<file path="src/rtl/hack_pkg.sv">
// Shared Hack-platform constants: data word width and the RAM8 address width.
package hack_pkg;

  localparam int WORD_W      = 16;
  localparam int RAM8_ADDR_W = 3;

  typedef logic [WORD_W-1:0] word_t;

endpackage : hack_pkg

</file>
<file path="src/rtl/register16.sv">
// WIDTH-bit storage register with load enable and asynchronous active-high clear.
module register16 #(
  parameter int WIDTH = 16
) (
  input  logic             clock,
  input  logic             reset,
  input  logic             load,
  input  logic [WIDTH-1:0] in,
  output logic [WIDTH-1:0] out
);

  logic [WIDTH-1:0] data_reg;

  always_ff @(posedge clock or posedge reset) begin
    if (reset) begin
      data_reg <= '0;
    end else if (load) begin
      data_reg <= in;
    end
  end

  assign out = data_reg;

endmodule : register16

</file>
<file path="src/rtl/ram8.sv">
// Hack RAM8: eight 16-bit registers, combinational read through an addr mux,
// synchronous write steered to one register by a load demultiplexer.
module ram8
  import hack_pkg::*;
#(
  parameter int WIDTH  = WORD_W,
  parameter int ADDR_W = RAM8_ADDR_W
) (
  input  logic              clock,
  input  logic              reset,
  input  logic [WIDTH-1:0]  in,
  input  logic              load,
  input  logic [ADDR_W-1:0] addr,
  output logic [WIDTH-1:0]  out
);

  localparam int DEPTH = 1 << ADDR_W;

  logic [WIDTH-1:0] word_q [DEPTH];

  generate
    for (genvar gi = 0; gi < DEPTH; gi++) begin : g_word
      logic load_sel;

      // An X address compares to X here, which never enables a register.
      assign load_sel = load && (addr == ADDR_W'(gi));

      register16 #(
        .WIDTH(WIDTH)
      ) u_reg (
        .clock(clock),
        .reset(reset),
        .load (load_sel),
        .in   (in),
        .out  (word_q[gi])
      );
    end
  endgenerate

  assign out = word_q[addr];

endmodule : ram8

</file>
<file path="config.mk">
export PLATFORM = sky130hd
export DESIGN_NAME = ram8
export DESIGN_NICKNAME = d
export VERILOG_FILES = /design/src/rtl/hack_pkg.sv /design/src/rtl/register16.sv /design/src/rtl/ram8.sv
export SDC_FILE = /design/constraint.sdc
export NUM_CORES = 1
export LEC_CHECK = 0
export CAP_MARGIN = 40
export CORE_MARGIN = 2
export CORE_UTILIZATION = 59
export CTS_CLUSTER_DIAMETER = 80
export DETAILED_ROUTE_END_ITERATION = 12
export HOLD_SLACK_MARGIN = 0.08
export PLACE_DENSITY = 0.81
export SLEW_MARGIN = 25
export SYNTH_ARGS = -nofsm -noshare
export SYNTH_HDL_FRONTEND = slang
export SYNTH_SLANG_ARGS = --single-unit
export TNS_END_PERCENT = 30
</file>
<file path="constraint.sdc">
create_clock -name clock -period 5.8 [get_ports clock]
set_input_delay 1.45 -clock clock [delete_from_list [all_inputs] [get_ports clock]]
set_output_delay 1.45 -clock clock [all_outputs]
set_load 0.05 [all_outputs]
</file>
Word-level counts from Yosys, hierarchy flattened --
Cells that the tools add are included.
Word-level totals: bits in registers 128, input port bits 22, output and inout bits 16
Operators by class: magnitude comparators 1, eq/ne operators 7, mux-type cells 3, bitwise operators 1, reductions and logical operators 9
Operators with widths (number):
- $bmux 16 s3 | 1
- $mux 16 | 2
- $eq 3x3->1 const B | 4
- $logic_and 1x1->1 | 8
- $eq 3x2->1 const B | 2
- $ge 4x4->1 const B | 1
- $not 3->4 | 1
- $eq 3x1->1 const B | 1
- $logic_not 3->1 | 1

Longest topological paths before layout --
word-level depth 4, mapped depth 5

Hierarchy --
A second synthesis with hierarchy kept.
Second synthesis, totals: cells, all modules 401, area, all modules 6374.9 µm²
Modules (own cells, without submodules):
- register16 | instances 8, cells each 35, area each 653.1 µm², sequential area each 400.4 µm²
- ram8 | instances 1, cells each 121, area each 1149.9 µm², sequential area each 0.0 µm²

Worst setup path after synthesis --
Ideal clock, no wire load.
path type input port to output port, start point input port addr[2], end point output port out[5], data arrival time 2679 ps, required time 4350 ps, setup slack 1671 ps, stages 5, path buffers 3, cells stage by stage buf_4 > buf_6 > buf_2 > mux4_2 > mux2_2
On the way: cells in the longest elaborated chain, start to end 4
RTL lines:
- from (decl) | RTL line ram8.sv:13 | input logic [ADDR_W-1:0] addr,
- $not 3->4 (implied by the code) | RTL line ram8.sv:40 | assign out = word_q[addr];
- $bmux 16 s3 | RTL line ram8.sv:40
- $mux 16 (implied by the code) (2 in series) | RTL line ram8.sv:40
- to (decl) | RTL line ram8.sv:14 | output logic [WIDTH-1:0] out
No other way between the ends. The select of a mux whose other input is x is not followed.

Worst setup path after layout --
start point input port addr[2], end point output port out[10]
Same word-level chain as after synthesis.

==> flow_summary.yaml <==
power_and_ir_drop:
  p_leak_nw: 2.93
  power_density_nw_per_um2: 387
  ir_worst_vdd_mv: 0.193
  power_w: 0.00264
setup_path:
  max_stage_delay_ps: 700
  criticalPathCategory: "in2out"
  crit_slowest_cell: "clkdlybuf4s50_1"
  crit_chain: "buf_2 > buf_4 > mux4_2 > mux2_2 > clkdlybuf4s50_1"
  crit_path_max_fanout: 25
  cp.required_ps: 4350
  arrival_ps: 3720
  cp-end-kind: "output pin"
  crit_path_start_kind: "input pin"
cells_and_area:
  multi_input_area_sq_um: 2580
  final_cell_mix: "mux2_2 (144), dfrtp_1 (128), clkdlybuf4s50_1 (33)"
  final_common_cell: "mux2_2"
  largest_reg_flops: 128
  drive_gt1_share_pct: 51.2
  area_growth_pct: 14.8
  nNetsFinal: 397
  nFillCells: 645
  n_antenna_cell: 0
  seqCellArea_sq_um: 3200
synthesis:
  synth_nets: 357
  synth-simple-area-share_pct: 2.59
  syn_inst: 335
  synth_top_family_by_area: "multiplexers"
  yosys_warnings: 0
  synth_compound_area_share_pct: 0
  synthMuxAreaShare_pct: 40.7
  yosysSeqAreaShare_pct: 53.8
  synth_xor_area_share_pct: 0
  synthAdderAreaFrac_pct: 0
  synth.distinct_cells: 12
  ys_ff_latch: 128
  avgSynthCellArea_sq_um: 17.8
  synth.cell_area_sq_um: 5950
sta:
  hold_violations: 0
  fin_skew_ps: 0
  rsz0062_at_grt: "false"
  post-route-worst-setup-slack_ps: 626
  period_share_pct: 89.2
  finalCriticalPeriod_ps: 5170
  drv_slew: 0
  fmax_mhz: 193
  worst_pin_slew_ps: 726
  slew_headroom_pct: 51.6
  fin_setup_tns_ps: 0
  setup_violations: 0
drt:
  ant_nets: 0
  vias: 3123
  vias_per_cell: 6.08
  drc: 0
  routed_wl_mm: 11.4
  routedWlPerCell_um: 22.1
  detailedRoute.firstIterationViolations: 82
  firstDrtPassIters: 4
clock_tree:
  cts-root-buf: "clkbuf_8"
  clkLatencyLatePin_ps: 500
  cts_buffers: 17
  cts_tree: "built"
  postCtsHoldBufs: 0
  post-cts-setup-buffer-count: 0
  ctsHtreeMaxLevel: 4
  cts-resized-gates: 0
  cts.sinks: 128
  cts_buffer_depth: 2
  clk_pin_slew_ps: 50
floorplan:
  die-area_sq_um: 10900
  die_y_um: 104
  dieWidth_um: 104
  start_util_pct: 60.9
  core_sq_um: 9770
  row_count: 36
  ioPinCount: 38
global_routing:
  grt_pass1_vias: 3416
  grt_use_total_pct: 22.8
  antenna_found_initial: 0
  overflow: 0
  grt_max_degree: 48
  grt_pass1_wl_mm: 18.8
status:
  status: "complete, no violations"
place:
  hpwl_mm: 6.58
  gp_congestion: 0.698
  port_buffers: 37
  place_worst_setup_slack_ps: 646
flow_run:
  max_cap_violations: 0
worst_hold_path:
  hold_path.class: "reg2reg"
[final timing paths]
kind / cells after the start / end / start / slack [ps]
max reg2reg: 1 / g_word[4].u_reg.out[2] / g_word[4].u_reg.out[2] / 5020
max in group asynchronous: 3 / g_word[2].u_reg.out[2] / reset / 3470
min reg2reg: 1 / g_word[3].u_reg.out[6] / g_word[3].u_reg.out[6] / 500
max: 5 / out[10] / addr[2] / 630
min in group asynchronous: 2 / g_word[1].u_reg.out[10] / reset / 1340
min: 1 / g_word[3].u_reg.out[6] / g_word[3].u_reg.out[6] / 500
[worst max-delay path, delay by kind of cell]
family	cells	cell delay [ps]
buf+inv	3	1640
mux	2	610
[per-layer routing]
layer  GRT usage (%)  share of wire [%]  vias up  wire length, um
met5               0                  0        -                0
met2            36.7                 51       57             5760
met1            31.0                 45     1680             5120
li1                -                  -     1372                -
met3            5.14                2.9       14              333
met4            7.43                1.3        0              148
[area by class of cell]
cell class,count,share of cell area [%]
clock buffer,22,6.63
clock inverter,3,0.220
inverter,1,0.0915
multi-input combinational,184,37.7
sequential,128,46.9
tap,133,2.43
timing repair buffer,43,6.04
[power by group]
group | switching [W] | total [W] | internal [W]
combinational | 0.000273 | 0.000600 | 0.000327
sequential | 0.0000930 | 0.00118 | 0.00109
clock | 0.000334 | 0.000861 | 0.000526
total | 0.000700 | 0.00264 | 0.00194
[through the flow]
| stage | cells | hold slack, ps | area, sq um | util [%] |
|---|---|---|---|---|
| 2_1_floorplan | 335 | 470 | 5950 | - |
| 3_3_place_gp | 489 | 479 | 6370 | 65.1 |
| 3_5_place_dp | 489 | 484 | 6370 | 65.1 |
| 4_1_cts | 514 | 496 | 6840 | 69.9 |
| 5_1_grt | 514 | 507 | 6840 | 69.9 |
| 6_report | 514 | 496 | 6840 | 69.9 |
[synth_stat cells]
cell      instances  area share [%]
mux4_2           10             3.8
nor4b_4           1            0.40
inv_1             1           0.063
buf_2             8            0.67
mux2_2          144              27
and4bb_2          3            0.63
buf_4             8             1.0
nand4_4           1            0.36
mux4_1           22             9.7
nand4b_4          3             1.2
buf_6             6             1.1
dfrtp_1         128              54
[kinds of logic (layout without fill, tap and decap cells)]
| family | count (synthesis) | count (layout) |
|---|---|---|
| buf+inv | 23 | 69 |
| flops | 128 | 128 |
| mux | 176 | 176 |
| simple gates | 8 | 8 |
Power figures use the tool's default switching activity.
